## src/rtl/rom_pkg.sv

```systemverilog
// rom_pkg: shared types for the ROM stream sequencer
package rom_pkg;
  typedef enum logic [1:0] {IDLE, RUN, DRAIN} rom_stream_state_t;
endpackage

```

## src/rtl/rom_stream_if.sv

```systemverilog
// rom_stream_if: valid/ready word stream from the ROM sequencer to its consumer
interface rom_stream_if #(parameter int WIDTH = 8);
  logic [WIDTH-1:0] out_data;
  logic out_valid;
  logic out_ready;
  logic out_last;
  modport master(output out_data, out_valid, out_last, input out_ready);
  modport slave(input out_data, out_valid, out_last, output out_ready);
endinterface

```

## src/rtl/rom_stream.sv

```systemverilog
// rom_stream: walks a combinational-read ROM and streams consecutive words, optionally looping
module rom_stream
  import rom_pkg::*;
#(
  parameter int WIDTH = 8,
  parameter int DEPTH = 256,
  localparam int ADDRW = $clog2(DEPTH),
  localparam int LENW = $clog2(DEPTH + 1)
) (
  input  logic             clk,
  input  logic             rst_n,
  input  logic             start,
  input  logic [ADDRW-1:0] start_addr,
  input  logic [LENW-1:0]  len,
  input  logic             loop,
  input  logic             stop,
  output logic             busy,
  output logic             done,
  output logic [ADDRW-1:0] rom_addr,
  input  logic [WIDTH-1:0] rom_data,
  rom_stream_if.master     st
);
  rom_stream_state_t state, state_nxt;
  logic [LENW-1:0] remain, base_len;
  logic [ADDRW-1:0] base_addr;
  logic loop_q, xfer, accept, load, last_load, rewind, finish, done_nxt;
  assign busy = state != IDLE;
  // next state plus the load/transfer strobes shared with the datapath
  always_comb begin
    xfer = st.out_valid & st.out_ready;
    accept = state == IDLE & start & len != '0;
    load = state == RUN & !stop & remain != '0 & (!st.out_valid | st.out_ready);
    last_load = load & remain == LENW'(1);
    rewind = last_load & loop_q;
    finish = state == DRAIN & (!st.out_valid | xfer);
    done_nxt = (state == IDLE & start & len == '0) | finish;
    state_nxt = accept ? RUN
              : (state == RUN & (stop | (last_load & !loop_q))) ? DRAIN
              : finish ? IDLE
              : state;
  end
  // state register
  always_ff @(posedge clk or negedge rst_n)
    if (!rst_n) state <= IDLE;
    else state <= state_nxt;
  // address walk, word capture and output register; a rewind reloads the pass with no bubble
  always_ff @(posedge clk or negedge rst_n)
    if (!rst_n) begin
      rom_addr <= '0;
      remain <= '0;
      base_addr <= '0;
      base_len <= '0;
      loop_q <= 1'b0;
      done <= 1'b0;
      st.out_data <= '0;
      st.out_valid <= 1'b0;
      st.out_last <= 1'b0;
    end else begin
      done <= done_nxt;
      if (accept) begin
        rom_addr <= start_addr;
        remain <= len;
        base_addr <= start_addr;
        base_len <= len;
        loop_q <= loop;
      end else if (load) begin
        st.out_data <= rom_data;
        st.out_valid <= 1'b1;
        st.out_last <= last_load;
        rom_addr <= rewind ? base_addr : rom_addr == ADDRW'(DEPTH - 1) ? '0 : rom_addr + ADDRW'(1);
        remain <= rewind ? base_len : remain - LENW'(1);
      end else if (xfer) st.out_valid <= 1'b0;
    end
endmodule

```

## src/flat_wrapper.sv

```systemverilog
// flat-port wrapper written by rule: the top's interface ports become plain ports
module rom_stream_flat import rom_pkg::*;
#(
  parameter int WIDTH = 8,
  parameter int DEPTH = 256,
  localparam int ADDRW = $clog2(DEPTH),
  localparam int LENW = $clog2(DEPTH + 1)
)
  (clk, rst_n, start, start_addr, len, loop, stop, busy, done, rom_addr, rom_data, st_out_data, st_out_valid, st_out_last, st_out_ready);
  rom_stream_if #(.WIDTH(WIDTH)) st_i ();
  input  logic clk;
  input  logic rst_n;
  input  logic start;
  input  logic [ADDRW-1:0] start_addr;
  input  logic [LENW-1:0] len;
  input  logic loop;
  input  logic stop;
  output logic busy;
  output logic done;
  output logic [ADDRW-1:0] rom_addr;
  input  logic [WIDTH-1:0] rom_data;
  output wire logic [$bits(st_i.out_data)-1:0] st_out_data;
  output wire logic [$bits(st_i.out_valid)-1:0] st_out_valid;
  output wire logic [$bits(st_i.out_last)-1:0] st_out_last;
  input wire logic [$bits(st_i.out_ready)-1:0] st_out_ready;
  assign st_out_data = st_i.out_data;
  assign st_out_valid = st_i.out_valid;
  assign st_out_last = st_i.out_last;
  assign st_i.out_ready = st_out_ready;
  rom_stream #(.WIDTH(WIDTH), .DEPTH(DEPTH)) u_core (.clk(clk), .rst_n(rst_n), .start(start), .start_addr(start_addr), .len(len), .loop(loop), .stop(stop), .busy(busy), .done(done), .rom_addr(rom_addr), .rom_data(rom_data), .st(st_i));
endmodule
```

## config.mk

```make
export PLATFORM = sky130hd
export DESIGN_NAME = rom_stream_flat
export DESIGN_NICKNAME = d
export VERILOG_FILES = /design/src/rtl/rom_pkg.sv /design/src/rtl/rom_stream_if.sv /design/src/rtl/rom_stream.sv /design/src/flat_wrapper.sv
export SDC_FILE = /design/constraint.sdc
export NUM_CORES = 1
export LEC_CHECK = 0
export BUFFER_PORTS_ARGS = -buffer_cell sky130_fd_sc_hd__buf_2
export CORE_UTILIZATION = 57
export CTS_BUF_LIST = sky130_fd_sc_hd__clkbuf_4
export DETAILED_ROUTE_END_ITERATION = 16
export PLACE_DENSITY = 0.82
export SYNTH_ARGS = -nofsm -noshare
export SYNTH_HDL_FRONTEND = slang
export SYNTH_SLANG_ARGS = --single-unit
```

## constraint.sdc

```tcl
create_clock -name clk -period 2.5 [get_ports clk]
set_clock_uncertainty 0.15 [all_clocks]
set_input_delay 0.5 -clock clk [delete_from_list [all_inputs] [get_ports clk]]
set_output_delay 0.5 -clock clk [all_outputs]
set_load 0.03 [all_outputs]
```

==> summary.md <==
| Metric | Value |
|---|---|
| Yosys warns | 0 |
| Psw | 1636 uW |
| Register area share after synthesis | 47.93% |
| GRT overflow | 0 |
| Synthesized instance count | 291 |
| Tcrit/Tclk final | 95.34% |
| Die height | 68.31 um |
| Crit Path Class | register to register |
| TNS Setup | 0 ps |
| Critical path's top delay family | simple AND/OR/NAND/NOR gates |
| Main flop type after synthesis | dfrtp_1 |
| H-tree levels | 2 |
| Inserted Diodes | 0 |
| Internal Pwr Total | 1974 uW |
| CTS Sinks | 48 |
| Cell Count, Final, Fillers Out | 412 |
| Logic pwr share | 49.9% |
| Buffers and inverters on the worst path | 2 |
| Drt first pass iters | 5 |
| Setup Viol. Count Final | 0 |
| Die area | 4666 um2 |
| Die width | 68.31 um |
| Final critical-path required period | 2384 ps |
| Layout Utilization | 73.40% |
| Setup crit end | u_core.rom_addr[2]$_DFFE_PN0P_ |
| Pin count of the biggest net entering global routing | 30 |
| Postcts setup bufs | 0 |
| Core area | 4115 um2 |
| Max transition margin | 56.43% |
| Distinct cells, synth | 53 |
| Worst Tran Pin Value | 653.6 ps |
| Clk pin slew, worst setup/hold paths | 130 ps |
| Number of global-route vias before repair | 2,106 |
| CTS Buf Count | 5 |
| DP Cell Count | 405 |
| Final ANT Viol Nets | 0 |
| Routability cong. | 0.9095 |
| Worst R2R Setup Slack | 120 ps |
| Critical path arrival | 2510 ps |
| Synthesized flop and latch total | 48 |
| RR Endpoint | u_core.rom_addr[2]$_DFFE_PN0P_ |
| Post-DP HPWL | 4652 um |
| Worst reg-to-reg path cell count | 9 |
| Hold-fix buffers, CTS | 0 |
| DRC | 0 |
| Most common cell after layout, fill and taps aside | nand2_1 |
| Vias post-DR | 2,311 |
| Flop pwr share | 40.6% |
| Vias/cell | 5.609 |
| PnR worst setup slack | 116.4 ps |
| IO buf count | 50 |
| Ys async rst share | 100.0% |
| Switching part of the total | 45.32% |
| Final Hold Fails | 0 |
| GRT Resource Usage Total | 28.47% |
| Count of flip-flops with a built-in enable after synthesis | 0 |
| Initial core utilization | 60.90% |
| Maximum clock rate | 419.5 MHz |
| Critical path's slowest cell | or4bb_1 |
| Crit-path max cell delay | 500 ps |
| CP startpoint | u_core.remain[0]$_DFFE_PN0P_ |
| Initial DRC count | 160 |
| Avg WL per Cell | 14.79 um |
| Leak | 0.001574 uW |
| # Max-Cap Violations | 0 |
| Max clock buf depth | 2 |
| Std cell rows | 23 |
| Worst Hold Class | input pin to async pin |
| Layout Nets | 397 |
| Pwr Total | 3611 uW |
| WP depth | 9 |
| Area of the mapped netlist | 2506 um2 |
| I/O pins | 51 |
| Critical Path End Type | register |
| Syn Area/Cell | 8.612 um2 |
| Layout cells sized above 1 | 27.07% |
| Most frequent cells in the layout | nand2_1, buf_2, dfrtp_1, buf_4, nor2_1 |
| Syn_nets | 326 |
| Setup crit start kind | register |
| Clk root buf | clkbuf_4 |
| Share of power burned in the clock network | 9.5% |
| Clk_lat worst skew | 360 ps |
| CTS tree | built |
| Drt total wl | 6095 um |
| First-pass GRT wire length | 9653 um |
| VDD IR-drop max | 0.0007069 V |
| Worst path cell trace | inv_1, ha_1, or4bb_1, nor3_2, and2_2, buf_4, a221o_1, a21oi_1, a211oi_1 |
| Crit path max fanout | 6 |
| Status | completed |
| Synthesis-to-layout area growth | 20.52% |
| Worst EP required | 2630 ps |
| FF-to-FF Start | u_core.remain[0]$_DFFE_PN0P_ |
| Initial antenna violation count | 0 |
| Pins over their slew limit | 0 |
| Pwr dens | 1195 nW/um2 |
| Pre-CTS setup slack | -93.84 ps |
==> timing repair <==
| item | in CTS | in global routing |
|---|---|---|
| endpoints found under the hold margin | 0 | 0 |
| gates resized for setup | 0 | 2 |
| setup endpoints to repair | 0 | 10 |
==> through the flow <==
| stage | instance area, um2 | hold slack, ps |
|---|---|---|
| global route | 3020 | 32.78 |
| floorplan | 2506 | 54.41 |
| finish | 3020 | 2.282 |
| global placement | 2964 | 301.6 |
| detailed placement | 2964 | 307.5 |
| CTS | 3014 | 19.13 |
==> cell usage after synthesis (2+ instances only) <==
| cell | n | share of area [%] |
|---|---|---|
| buf_4 | 3 | 0.90 |
| dfrtp_1 | 48 | 48 |
| inv_1 | 5 | 0.75 |
| a211oi_1 | 2 | 0.60 |
| and4_1 | 2 | 0.70 |
| nor2_1 | 18 | 2.7 |
| ha_1 | 4 | 2.0 |
| clkbuf_1 | 5 | 0.75 |
| and3_1 | 4 | 1.0 |
| nand3_1 | 11 | 2.2 |
| nor3_1 | 3 | 0.60 |
| or3_1 | 2 | 0.50 |
| xor2_1 | 2 | 0.70 |
| nand2_1 | 103 | 15 |
| o211ai_1 | 6 | 1.8 |
| buf_2 | 5 | 1.0 |
| a31oi_1 | 2 | 0.50 |
| a21oi_1 | 14 | 2.8 |
| a211o_1 | 2 | 0.70 |
| xnor2_1 | 3 | 1.0 |
| o21ai_0 | 12 | 2.4 |
| o221ai_1 | 3 | 1.0 |
| o21a_1 | 2 | 0.60 |
==> state kept, by name, summed over array words and instances, names as in the netlist <==
name / cells
u_core.state: 2
u_core.loop_q: 1
u_core.st.out_data: 8
u_core.st.out_valid: 1
u_core.base_addr: 8
u_core.done: 1
u_core.remain: 9
u_core.rom_addr: 8
u_core.st.out_last: 1
u_core.base_len: 9
==> routing by layer <==
| layer | GRT usage (%) | part of all wire [%] | up-vias |
|---|---|---|---|
| met5 | 0 | 0 | - |
| met4 | 8.854 | 1.6 | 0 |
| met3 | 7.500 | 5.7 | 12 |
| met2 | 46.45 | 48 | 75 |
| met1 | 36.66 | 44 | 1087 |
| li1 | - | - | 1137 |
==> final cells by class <==
type | count | area (um2)
clock buffer | 6 | 45.04
timing repair buffer | 78 | 473.0
inverter | 5 | 18.77
fill | 341 | 1095
clock inverter | 1 | 5.005
sequential | 48 | 1201
tap | 50 | 62.56
multi-input combinational | 224 | 1215
==> worst min-delay path by stage <==
stage,from,endpoint,slack [ps],cells past startpoint
final,rst_n,u_core.remain[8]$_DFFE_PN0P_,2,1
after global routing,rst_n,u_core.remain[4]$_DFFE_PN0P_,30,1
after CTS,rst_n,u_core.remain[4]$_DFFE_PN0P_,20,1
after detailed placement,u_core.st.out_data[6]$_DFFE_PN0P_,u_core.st.out_data[6]$_DFFE_PN0P_,310,2
after global placement,u_core.st.out_data[6]$_DFFE_PN0P_,u_core.st.out_data[6]$_DFFE_PN0P_,300,2
after floorplan,rst_n,u_core.base_addr[0]$_DFFE_PN0P_,50,0
==> power by group through the flow <==
stage	registers, uW	clock network, uW	logic, uW
global route	1510	380	1980
detailed placement	1470	0	1790
global placement	1460	0	1740
CTS	1450	354	1800
floorplan	1660	0	967
finish	1460	344	1800
==> cell families after synthesis <==
| group | share of synthesized area (%) |
|---|---|
| xor+xnor | 1.748 |
| fa+ha+maj | 1.997 |
| flops | 47.93 |
| simple gates | 29.11 |
| buf+inv | 3.844 |
| mux | 0.4493 |
| compound gates | 14.93 |
No activity file was read; power rests on OpenSTA's default activity.
